==> src/rtl/wbm_spi_ctrl.sv <==
// wbm_spi_ctrl: Wishbone-domain command engine fed by the SPI receive toggle handshake.
// Parses read/write commands, runs one classic Wishbone cycle each and returns read data over the tx handshake.
module wbm_spi_ctrl #(
    parameter int ADDR_WIDTH = 8,
    parameter int TIMEOUT    = 255
) (
    input  logic                  clk,
    input  logic                  rst_n,
    input  logic                  rx_handshake_req,
    input  logic [7:0]            rx_handshake_data,
    output logic                  rx_handshake_ack,
    output logic                  tx_handshake_req,
    input  logic                  tx_handshake_ack,
    output logic [7:0]            tx_handshake_data,
    output logic                  wb_cyc_o,
    output logic                  wb_stb_o,
    output logic                  wb_we_o,
    output logic [ADDR_WIDTH-1:0] wb_adr_o,
    output logic [31:0]           wb_dat_o,
    input  logic [31:0]           wb_dat_i,
    input  logic                  wb_ack_i
);
    localparam int TW = (TIMEOUT < 2) ? 1 : $clog2(TIMEOUT);

    typedef enum logic [2:0] {
        ST_IDLE  = 3'd0,
        ST_ADDR  = 3'd1,
        ST_WDATA = 3'd2,
        ST_WB    = 3'd3,
        ST_RESP  = 3'd4
    } state_t;

    state_t                state_r, state_s;
    logic                  rx_meta_r, rx_req_r, tx_meta_r, tx_ack_r;
    logic                  rx_ack_r, rx_ack_s;
    logic                  tx_req_r, tx_req_s;
    logic [7:0]            tx_data_r, tx_data_s;
    logic                  cyc_r, cyc_s;
    logic                  we_out_r, we_out_s;
    logic                  cmd_we_r, cmd_we_s;
    logic [ADDR_WIDTH-1:0] adr_r, adr_s;
    logic [31:0]           dat_r, dat_s;
    logic [31:0]           resp_r, resp_s;
    logic [1:0]            cnt_r, cnt_s;
    logic [TW-1:0]         timer_r, timer_s;
    logic                  rx_pending_s, tx_idle_s;

    // Two-flop synchronisers for the toggles arriving from the SPI clock domain
    always_ff @(posedge clk or negedge rst_n) begin
        if (!rst_n) begin
            rx_meta_r <= 1'b0;
            rx_req_r  <= 1'b0;
            tx_meta_r <= 1'b0;
            tx_ack_r  <= 1'b0;
        end else begin
            rx_meta_r <= rx_handshake_req;
            rx_req_r  <= rx_meta_r;
            tx_meta_r <= tx_handshake_ack;
            tx_ack_r  <= tx_meta_r;
        end
    end

    assign rx_pending_s = rx_req_r ^ rx_ack_r;
    assign tx_idle_s    = (tx_req_r == tx_ack_r);

    // State register
    always_ff @(posedge clk or negedge rst_n) begin
        if (!rst_n) begin
            state_r <= ST_IDLE;
        end else begin
            state_r <= state_s;
        end
    end

    // Datapath and output registers
    always_ff @(posedge clk or negedge rst_n) begin
        if (!rst_n) begin
            rx_ack_r  <= 1'b0;
            tx_req_r  <= 1'b0;
            tx_data_r <= 8'h00;
            cyc_r     <= 1'b0;
            we_out_r  <= 1'b0;
            cmd_we_r  <= 1'b0;
            adr_r     <= '0;
            dat_r     <= 32'h0000_0000;
            resp_r    <= 32'h0000_0000;
            cnt_r     <= 2'd0;
            timer_r   <= '0;
        end else begin
            rx_ack_r  <= rx_ack_s;
            tx_req_r  <= tx_req_s;
            tx_data_r <= tx_data_s;
            cyc_r     <= cyc_s;
            we_out_r  <= we_out_s;
            cmd_we_r  <= cmd_we_s;
            adr_r     <= adr_s;
            dat_r     <= dat_s;
            resp_r    <= resp_s;
            cnt_r     <= cnt_s;
            timer_r   <= timer_s;
        end
    end

    // Command parsing, Wishbone cycle control and response streaming
    always_comb begin
        state_s   = state_r;
        rx_ack_s  = rx_ack_r;
        tx_req_s  = tx_req_r;
        tx_data_s = tx_data_r;
        cyc_s     = cyc_r;
        we_out_s  = we_out_r;
        cmd_we_s  = cmd_we_r;
        adr_s     = adr_r;
        dat_s     = dat_r;
        resp_s    = resp_r;
        cnt_s     = cnt_r;
        timer_s   = timer_r;
        case (state_r)
            ST_IDLE: begin
                if (rx_pending_s) begin
                    rx_ack_s = rx_req_r;
                    cmd_we_s = rx_handshake_data[7];
                    state_s  = ST_ADDR;
                end else begin
                    state_s  = ST_IDLE;
                end
            end
            ST_ADDR: begin
                if (rx_pending_s) begin
                    rx_ack_s = rx_req_r;
                    adr_s    = ADDR_WIDTH'(rx_handshake_data);
                    cnt_s    = 2'd0;
                    state_s  = cmd_we_r ? ST_WDATA : ST_WB;
                end else begin
                    state_s  = ST_ADDR;
                end
            end
            ST_WDATA: begin
                if (rx_pending_s) begin
                    rx_ack_s = rx_req_r;
                    dat_s    = {dat_r[23:0], rx_handshake_data};
                    cnt_s    = cnt_r + 2'd1;
                    state_s  = (cnt_r == 2'd3) ? ST_WB : ST_WDATA;
                end else begin
                    state_s  = ST_WDATA;
                end
            end
            ST_WB: begin
                // cyc_r low here marks the entry cycle; an ack is only honoured once the strobe is out
                if (!cyc_r) begin
                    cyc_s    = 1'b1;
                    we_out_s = cmd_we_r;
                    timer_s  = '0;
                end else if (wb_ack_i) begin
                    cyc_s    = 1'b0;
                    we_out_s = 1'b0;
                    cnt_s    = 2'd0;
                    resp_s   = wb_dat_i;
                    state_s  = cmd_we_r ? ST_IDLE : ST_RESP;
                end else if (timer_r == TW'(TIMEOUT - 1)) begin
                    cyc_s    = 1'b0;
                    we_out_s = 1'b0;
                    cnt_s    = 2'd0;
                    resp_s   = 32'hFFFF_FFFF;
                    state_s  = cmd_we_r ? ST_IDLE : ST_RESP;
                end else begin
                    timer_s  = timer_r + TW'(1);
                end
            end
            ST_RESP: begin
                if (tx_idle_s) begin
                    tx_data_s = resp_r[31:24];
                    tx_req_s  = ~tx_req_r;
                    resp_s    = {resp_r[23:0], 8'h00};
                    cnt_s     = cnt_r + 2'd1;
                    state_s   = (cnt_r == 2'd3) ? ST_IDLE : ST_RESP;
                end else begin
                    state_s   = ST_RESP;
                end
            end
            default: begin
                state_s = ST_IDLE;
            end
        endcase
    end

    assign rx_handshake_ack  = rx_ack_r;
    assign tx_handshake_req  = tx_req_r;
    assign tx_handshake_data = tx_data_r;
    assign wb_cyc_o          = cyc_r;
    assign wb_stb_o          = cyc_r;
    assign wb_we_o           = we_out_r;
    assign wb_adr_o          = adr_r;
    assign wb_dat_o          = dat_r;

endmodule

==> config.mk <==
export PLATFORM = sky130hd
export DESIGN_NAME = wbm_spi_ctrl
export DESIGN_NICKNAME = d
export VERILOG_FILES = /design/src/rtl/wbm_spi_ctrl.sv
export SDC_FILE = /design/constraint.sdc
export NUM_CORES = 1
export LEC_CHECK = 0
export CAP_MARGIN = 40
export CORE_MARGIN = 4
export CORE_UTILIZATION = 44
export DETAILED_ROUTE_END_ITERATION = 10
export GPL_ROUTABILITY_DRIVEN = 1
export GPL_TIMING_DRIVEN = 0
export HOLD_SLACK_MARGIN = 0.1
export PLACE_DENSITY_LB_ADDON = 0.2
export SETUP_SLACK_MARGIN = 0.5
export SYNTH_ARGS = -nofsm -noshare
export SYNTH_HDL_FRONTEND = slang
export SYNTH_SLANG_ARGS = --single-unit
==> constraint.sdc <==
create_clock -name clk -period 1.7 [get_ports clk]
set_clock_uncertainty 0.1 [all_clocks]
set_input_delay 0.255 -clock clk [delete_from_list [all_inputs] [get_ports clk]]
set_output_delay 0.255 -clock clk [all_outputs]
set_load 0.02 [all_outputs]
-- Word level (Yosys, flattened, before mapping)
Index checks and enable logic that the tools add are counted.
- flip-flop bits (word level): 102
- output and inout port bits: 53
- input port bits: 45
- logic and storage cells: 82
- mux-type cells: 33
- bitwise logic cells: 2
- reduce and logical (&&, ||, !) cells: 14
- add/subtract/negate cells: 2
- equal/unequal tests: 15
- operators with widths (cell ; count):
    two-way mux 32 bit ; 4
    case mux 32 bit (2 select lines) ; 1
    two-way mux 8 bit ; 3
    two-way mux 3 bit ; 6
    case mux 3 bit (5 select lines) ; 1
    two-way mux 2 bit ; 7
    AND reduction 2 bit ; 7
    != test 2 bit (second input constant) ; 6
    two-way mux 1 bit ; 10
    adder 8 x 1 -> 8 bit (second input constant) ; 1
    == test 8 bit (second input constant) ; 1
    case mux 2 bit (4 select lines) ; 1
    == test 3 x 2 -> 1 bit (second input constant) ; 2
    AND reduction 6 bit ; 1
    AND reduction 4 bit ; 1
    nonzero test 4 bit ; 1
    == test 3 x 1 -> 1 bit (second input constant) ; 1
    == test 3 bit (second input constant) ; 1
    logical NOT 3 bit ; 1
    != test 3 x 2 -> 1 bit (second input constant) ; 1
    != test 3 bit (second input constant) ; 1
    AND reduction 3 bit ; 1
    OR reduction 3 bit ; 1
    adder 2 x 1 -> 2 bit (second input constant) ; 1
    other kinds (5) ; 5

-- Longest topological paths before layout
Gate-level depths: netlist (run 1).
- depth after elaboration: 5
- depth in mapped cells: 7
- depth with buffers taken out: 6

-- Least setup slack after synthesis (run 1)
OpenSTA, ideal clock, no wires.
- path kind: reg-to-reg
- from: register timer_r[0]
- to: register resp_r[10]
- arrival: 1637 ps
- path buffers: 1
- period minus slack after synthesis: 1862 ps
- setup slack: -162 ps
- data required time: 1475 ps
- cell stages (with the launch flop): 8
- setup time: 125 ps
- cells stage by stage: dfrtp_1 > inv_1 > ha_1 > and3_1 > a21oi_4 > o21ai_4 > buf_6 > mux2_4
- word-level cells in the longest chain between the ends: 3
- ends and longest elaborated chain (item ; line ; text):
    start: declaration ; 45 ; logic [TW-1:0] timer_r, timer_s;
    start signal: assignment ; 100 ; timer_r <= timer_s;
    == test 8 bit ; 160 ; end else if (timer_r == TW'(TIMEOUT - 1)) begin
    != test 3 bit (no line) ; -- ;
    AND reduction 4 bit (no line) ; -- ;
    end signal: assignment ; 98 ; resp_r <= resp_s;
    end: declaration ; 43 ; logic [31:0] resp_r, resp_s;
No other way between the ends.
A chain may end at the register's enable or synchronous reset.

-- Final worst setup path (run 1)
- from: register timer_r[0]
- to: register resp_r[9]
The elaborated chain is that of the path after synthesis.

==> out/qor.csv, run 1 <==
metric,value,unit
Worst Setup End Kind,flop,
Worst-path clk slew,110,ps
Mapped Nets,426,
P per Cell Area,1850,nW/um2
Clock H-tree levels,3,
Post-synth ARST share,100,%
total track usage,18.6,%
"EDFF count, synth",0,
f_max,538,MHz
Final Power,13400,uW
largest family of logic cells by synthesized area,multiplexers,
layout cells sized above 1,49.6,%
routed wire length,11.7,mm
HPWL after DPL,7.33,mm
Vias/cell,4.99,
largest net degree at the start of global routing,70,
"Seq/Total Area, Yosys",53.7,%
failing checks,"negative hold slack, negative setup slack",
worst min-delay path category,in -> async,
TritonCTS clock tree,done,
Area Overhead vs Synth,52.1,%
Synth Cell Area,4760,um2
Iter 0 DRT Violations,162,
worst-margin pin slew,475,ps
GRT Residual Overflow,0,
clk sinks,102,
Synth Register Bits,102,
wire length per cell,16.6,um
outcome,finished with violations,
core area,10400,um2
"count leader, synth",dfrtp_1,
drc violations,0,
clock root buffer,clkbuf_8,
final setup vio count,74,
routability cong.,0.863,
Chip Height,112,um
Layout Nets,615,
TritonCTS buffer count,9,
Post-DRT Antenna Nets,0,
Fin. Hold Viols,33,
XOR/XNOR share of the synthesized area,0.710,%
first-pass GRT wire length,18.9,mm
Slew Limit Fails,0,
compound-cell area share of the yosys netlist,8.55,%
Worst-Skew Late Latency,360,ps
fin crit period,1860,ps
crit start category,flop,
hold_ws,-272,ps
post-synthesis mux area share,21.8,%
"top cells by area, synth","dfrtp_1, mux2_2, mux2_4, o21ai_0, nor2b_1",
CP Class,reg -> reg,
Final Cycle Share,109,%
row cnt,37,
Longest Clk Path Bufs,2,
Initial Utilization,45.7,%
DIE AREA,12500,um2
Setup TNS Final,-5430,ps
Die W,112,um
number of global-route vias before repair,3667,
Synth top area share,53.7,%
Leak,0.00326,uW
Post-synth top flop,dfrtp_1,
"Req. time, crit path",1860,ps
Final WS setup,-158,ps
antenna violations before repair,0,
maxcap violations,0,
vias post-DR,3526,
peak supply drop,0.00104,V
I/O pin cnt,98,
post-synthesis adder-cell area fraction,0.789,%
Slew HR,68.4,%
PortBufs,96,
RSZ-0062 raised after global routing,true,
Synth Area per Inst,12.6,um2
Yosys cell types,42,
drt pass-1 iters,4,
utilization after layout,69.4,%
Synth Instances,378,
crit-path max FO,10,
YS warnings,0,
largest area contributor in the netlist,dfrtp_1,
Crit path arrival time,2020,ps
antenna cells,0,
Post-synth top cells,"dfrtp_1, mux2_2, nand2_1, o21ai_0, mux2_4",
Synth Area in Simple Gates,10.4,%
-- layer usage --
layer  global-route usage [%]  up-vias  routed length [um]
met4                     4.17        0                 155
met1                     24.2     1725                5110
met3                     3.75       14                 516
met2                     32.1       87                5960
li1                         -     1700                   -
met5                        0        -                   0
-- placed cells by master, fill, tap and decap left out, types with 2 or more instances in the layout --
master,n
nor2_2,2
o211ai_1,3
a31oi_1,5
o21ai_0,27
a21oi_4,2
buf_16,5
nor2b_1,26
clkbuf_8,9
buf_4,61
nand4_1,3
buf_12,4
nor3b_4,2
clkdlybuf4s50_1,42
o21ai_2,2
dfrtp_1,98
clkbuf_1,5
nand2b_1,2
dfrtp_2,4
inv_1,10
nand2_1,32
ha_1,2
nand2_2,2
buf_6,74
nand3_1,3
mux2_4,48
clkinv_4,3
buf_8,6
a21oi_1,12
nand2_4,2
inv_8,2
and3_1,2
nor2_1,4
mux2_2,34
o21ai_1,6
-- cell type report --
cell class,instances,area [um2]
Fill cell,727,3180
Sequential cell,102,2560
Multi-Input combinational cell,244,2210
Timing Repair Buffer,178,1840
Buffer,22,243
Tap cell,136,170
Clock buffer,9,124
Clock inverter,6,56.3
Inverter,10,37.5
-- state kept, by name, summed over array words and instances (netlist names), 2 cells and up --
register           cells
timer_r                8
resp_r                32
wb_adr_o               8
cnt_r                  2
wb_dat_o              32
state_r                3
tx_handshake_data      8
-- worst max-delay path: stages, from the launching register on --
cell and delay, ps:
dfrtp_1 400, inv_1 60, ha_2 180, and3_4 210, a21oi_4 60, o21ai_4 160
buf_6 140, buf_12 140, mux2_4 300
-- metrics by stage --
| stage | instances | hold slack, ps | setup slack, ps | area (um2) |
|---|---|---|---|---|
| 3_5_place_dp | 611 | 141 | -261 | 6010 |
| 5_1_grt | 707 | -247 | -221 | 7230 |
| 4_1_cts | 689 | -270 | -173 | 7060 |
| 6_report | 707 | -272 | -158 | 7230 |
| 3_3_place_gp | 610 | 235 | -3850 | 5990 |
| 2_1_floorplan | 378 | -141 | -98.3 | 4860 |
-- where the power goes --
group	internal, uW	switching (uW)
logic	4640	3020
clock network	554	910
registers	3470	810
-- logic make-up (layout without fill, tap and decap cells) --
family,after synthesis,count (layout)
AOI/OAI and AO/OA,67,67
buffers and inverters,32,225
xor gates and xnor gates,3,3
adders and majority gates,3,3
and+or+nand+nor,89,89
muxes,82,82
DFF,102,102
-- worst paths after layout --
path,start,endpoint,slack [ps],cells past startpoint
min in group clk,rx_handshake_req,rx_meta_r,220,1
worst min register to register,rx_meta_r,rx_req_r,260,0
worst min-delay path,rst_n,wb_dat_o[27],-270,1
worst max register to register,timer_r[0],resp_r[9],-160,8
worst max-delay path,timer_r[0],resp_r[9],-160,8
max in group asynchronous,rst_n,resp_r[14],1080,2
-- what timing repair did --
action                                  4_1_cts  5_1_grt
setup buffers                                58       18
resized for setup                           377        9
endpoints found under the setup margin      151      151
hold endpoints to repair                     33       33
pin swaps                                     9        5
gates cloned                                  5        0
Note: power is estimated with default switching activity, not from simulation.
==> run 2: changes to the inputs <==
- CORE_UTILIZATION: 44 -> 46
- MAX_ROUTING_LAYER: unset -> met4
==> run 2 against run 1 <==
The run still ends with negative hold slack, negative setup slack left. Largest power group unchanged. Sequential power about the same. Clock power up 10%. Cell area rose by 3.7%. Non-clock buffer count increased by 17. Critical path type unchanged.
==> out/qor.csv, run 2 (synthesized netlist as in run 1, its figures left out) <==
metric,value,unit
outcome,finished with violations,
failing checks,"negative hold slack, negative setup slack",
Longest Clk Path Bufs,2,
drt pass-1 iters,4,
routed wire length,13.5,mm
DIE AREA,12000,um2
Worst Setup End Kind,flop,
Post-Layout Cell Count,723,
layout cells sized above 1,52.5,%
row cnt,36,
TritonCTS buffer count,9,
routability cong.,0.818,
WP buf/inv,3,
peak supply drop,0.000901,V
I/O pin cnt,98,
Slew Limit Fails,0,
Vias/cell,5.20,
Chip Height,110,um
CP max stage delay,520,ps
GRT Residual Overflow,0,
worst min-delay path category,in -> async,
Final Power,14200,uW
clk sinks,102,
Fin. Hold Viols,63,
drc violations,0,
Crit path arrival time,2170,ps
Layout Nets,633,
"delay-heaviest family, CP",flip-flops,
total track usage,21.8,%
Initial Utilization,48.0,%
hold_ws,-150,ps
CP Cell Sequence,and4_4 -> a21oi_4 -> o21ai_4 -> buf_12 -> buf_6 -> buf_16 -> mux2_4,
most frequent cells in the layout,"dfrtp_1, buf_6, buf_4",
worst-margin pin slew,835,ps
Worst-path clk slew,110,ps
largest net degree at the start of global routing,65,
antenna cells,0,
Iter 0 DRT Violations,176,
clock root buffer,clkbuf_8,
vias post-DR,3761,
number of global-route vias before repair,3855,
Worst-Skew Late Latency,380,ps
core area,9910,um2
Slew HR,44.3,%
HPWL after DPL,7.39,mm
first-pass GRT wire length,19.6,mm
PortBufs,96,
f_max,499,MHz
maxcap violations,0,
final setup vio count,79,
crit start category,flop,
antenna violations before repair,0,
Clock H-tree levels,3,
TritonCTS clock tree,done,
CP Class,reg -> reg,
critical path's slowest cell,dfrtp_1,
crit-path max FO,7,
Area Overhead vs Synth,57.7,%
"commonest non-fill, non-tap cell in the layout",dfrtp_1,
Die W,110,um
wire length per cell,18.6,um
Final Cycle Share,118,%
Final WS setup,-303,ps
P per Cell Area,1900,nW/um2
fin crit period,2000,ps
RSZ-0062 raised after global routing,true,
Leak,0.00339,uW
Post-DRT Antenna Nets,0,
"Req. time, crit path",1860,ps
number of cells after detailed placement,608,
## run 2: changes by cell type in the layout (fill, tap and decap cells not counted), sizes merged
cell	previous run	this run
buf	151	168
bufbuf	1	0
inv	12	14
clkbuf	15	16
clkinv	3	1
nand2	36	37
bufinv	0	1
## run 2: what timing repair did
item                       in CTS  in global routing
gates cloned                    5                  1
resized for setup             368                 39
pin swaps                      20                 11
hold endpoints to repair       63                 63
setup endpoints to repair     151                151
buffers inserted               63                 30
## run 2: worst reg2reg max path, delay by kind of cell (launching register included)
| kind | cells | cell delay [ps] |
|---|---|---|
| AOI/OAI and AO/OA | 2 | 290 |
| buffers and inverters | 3 | 350 |
| DFF | 1 | 520 |
| muxes | 1 | 290 |
| and+or+nand+nor | 1 | 340 |
## run 2: worst paths after layout
| path | start | end | slack [ps] | depth (start not counted) |
|---|---|---|---|---|
| setup / recovery | timer_r[3] | resp_r[24] | -300 | 7 |
| hold / removal | rst_n | wb_dat_o[27] | -150 | 1 |
| setup reg to reg | timer_r[3] | resp_r[24] | -300 | 7 |
| hold reg to reg | rx_meta_r | rx_req_r | 260 | 0 |
| max in group asynchronous | rst_n | resp_r[31] | 950 | 2 |
| min in group clk | rx_handshake_req | rx_meta_r | 210 | 1 |
## run 2: area by class of cell
cell class                 instances  area (um2)
clock buffer                       9         124
tap                              133         166
sequential                       102        2560
clock inverter                     7        77.6
inverter                          10        37.5
fill                             609        2410
multi-input combinational        245        2310
timing repair buffer             195        1980
buffer                            22         243
## run 2: where the power goes
group | switching [uW] | internal, uW | leakage (uW)
logic | 3330 | 4970 | 0.00211
registers | 837 | 3470 | 0.00118
clock network | 911 | 700 | 0.000101
## run 2: routing by layer
layer	track usage, %	vias to the layer above	wire (um)
met5	-	-	0
met1	27.6	1843	5550
met2	35.2	138	6770
li1	-	1733	-
met3	3.46	47	634
met4	9.08	0	515
## run 2: metrics by stage
step	setup WS [ps]	instance area, um2	TNS, ps	util [%]
after floorplan	-98.3	4860	-2950	-
after global placement	-3870	5990	-364530	60.4
after detailed placement	-254	6000	-9260	60.6
after CTS	-251	7070	-8450	71.4
after global routing	-327	7500	-15640	75.7
final	-303	7500	-12500	75.7
==> run 3: changes to the inputs <==
- CORE_MARGIN: 4 -> 2
==> run 3 against run 2 <==
The flow still finishes with violations (negative hold slack, negative setup slack). Critical path depth down 1. Clock-buffer cell count up 1. Worst hold slack worse by 120 ps. Power about the same. Cell area up 0.85%. Sequential power about the same. Sequential cell count unchanged. Register-to-register slack better by 70 ps. Core utilization down 1.4 points.
==> out/qor.csv, run 3 (synthesized netlist as in run 1, its figures left out) <==
metric,value,unit
Final WS setup,-235,ps
footprint of the multi-input gates,2280,um2
first-pass GRT wire length,19.5,mm
crit-path max FO,7,
final setup vio count,77,
"Req. time, crit path",1860,ps
Vias/cell,5.08,
wire length per cell,17.2,um
worst min-delay path category,in -> async,
"delay-heaviest family, CP",flip-flops,
Crit path arrival time,2090,ps
Layout Nets,630,
antenna cells,0,
TritonCTS clock tree,done,
CP max stage delay,510,ps
outcome,finished with violations,
clock root buffer,clkbuf_8,
peak supply drop,0.000930,V
Clock H-tree levels,3,
Worst-Skew Late Latency,370,ps
Chip Height,106,um
layout cells sized above 1,51.4,%
Worst Setup End Kind,flop,
P per Cell Area,1880,nW/um2
clk sinks,102,
worst-margin pin slew,491,ps
I/O pin cnt,98,
Final Cycle Share,114,%
placed inst area,6010,um2
CP Class,reg -> reg,
number of cells after detailed placement,611,
drt pass-1 iters,4,
Die W,106,um
Filler cells,643,
maxcap violations,0,
post-route cell area,7560,um2
critical path's slowest cell,dfrtp_1,
fin crit period,1930,ps
f_max,517,MHz
hold_ws,-273,ps
HPWL after DPL,7.07,mm
Fin. Hold Viols,36,
RSZ-0062 raised after global routing,true,
FF+latch area,2560,um2
routed wire length,12.4,mm
failing checks,"negative hold slack, negative setup slack",
crit start category,flop,
"commonest non-fill, non-tap cell in the layout",dfrtp_1,
GRT Residual Overflow,0,
Post-Layout Cell Count,723,
Iter 0 DRT Violations,137,
core area,10200,um2
TritonCTS buffer count,9,
Area Overhead vs Synth,59.0,%
WP buf/inv,2,
CP Cell Sequence,and4_4 -> a21oi_4 -> o21ai_4 -> buf_12 -> clkbuf_16 -> mux2_4,
Slew HR,67.2,%
Leak,0.00341,uW
total track usage,22.9,%
most frequent cells in the layout,"dfrtp_1, buf_6, buf_4",
drc violations,0,
number of global-route vias before repair,3812,
Longest Clk Path Bufs,2,
Worst-path clk slew,110,ps
Initial Utilization,46.7,%
Post-DRT Antenna Nets,0,
antenna violations before repair,0,
largest net degree at the start of global routing,67,
row cnt,37,
routability cong.,0.798,
PortBufs,96,
DIE AREA,11200,um2
utilization after layout,74.3,%
Final Power,14200,uW
vias post-DR,3675,
Slew Limit Fails,0,
## run 3: path summary, 6_finish.rpt
path                                  startpoint                to  slack (ps)  cells after the start
worst min-delay path                       rst_n      wb_dat_o[28]        -270                      1
worst max register to register        timer_r[3]        resp_r[21]        -230                      6
worst max-delay path                  timer_r[3]        resp_r[21]        -230                      6
max in group asynchronous                  rst_n  tx_handshake_req        1050                      2
min in group clk                tx_handshake_ack         tx_meta_r         210                      1
worst min register to register         tx_meta_r          tx_ack_r         260                      0
## run 3: stage by stage
stage	setup WS [ps]	setup TNS (ps)	hold slack [ps]
finish	-235	-11320	-273
global route	-306	-16620	-235
CTS	-227	-9790	-250
detailed placement	-281	-10260	155
global placement	-3940	-371860	237
floorplan	-98.3	-2950	-141
## run 3: timing repair
action,CTS,global route
cloned,6,2
endpoints found under the setup margin,151,151
pin swaps,21,8
resized for setup,394,8
buffers inserted,67,21
hold endpoints to repair,36,36
## run 3: power breakdown
| group | leakage (uW) | switching, uW | internal [uW] |
|---|---|---|---|
| clock | 0.000109 | 912 | 748 |
| combinational | 0.00212 | 3230 | 5040 |
| sequential | 0.00118 | 819 | 3470 |
## run 3: per-layer routing
metal  global-route usage, %  vias to the layer above  share of wire [%]
li1                        -                     1730                  -
met1                    29.4                     1829                 43
met2                    38.8                       97                 51
met3                    2.54                       19                3.4
met4                    6.48                        0                1.7
met5                       -                        -                  0
## run 3: layout make-up
type                       instances  area share, %
clock buffer                      10           1.82
buffer                            22           3.18
multi-input combinational        244           30.2
clock inverter                     6           1.01
tap                              136           2.25
inverter                          10          0.496
sequential                       102           33.8
timing repair buffer             193           27.3
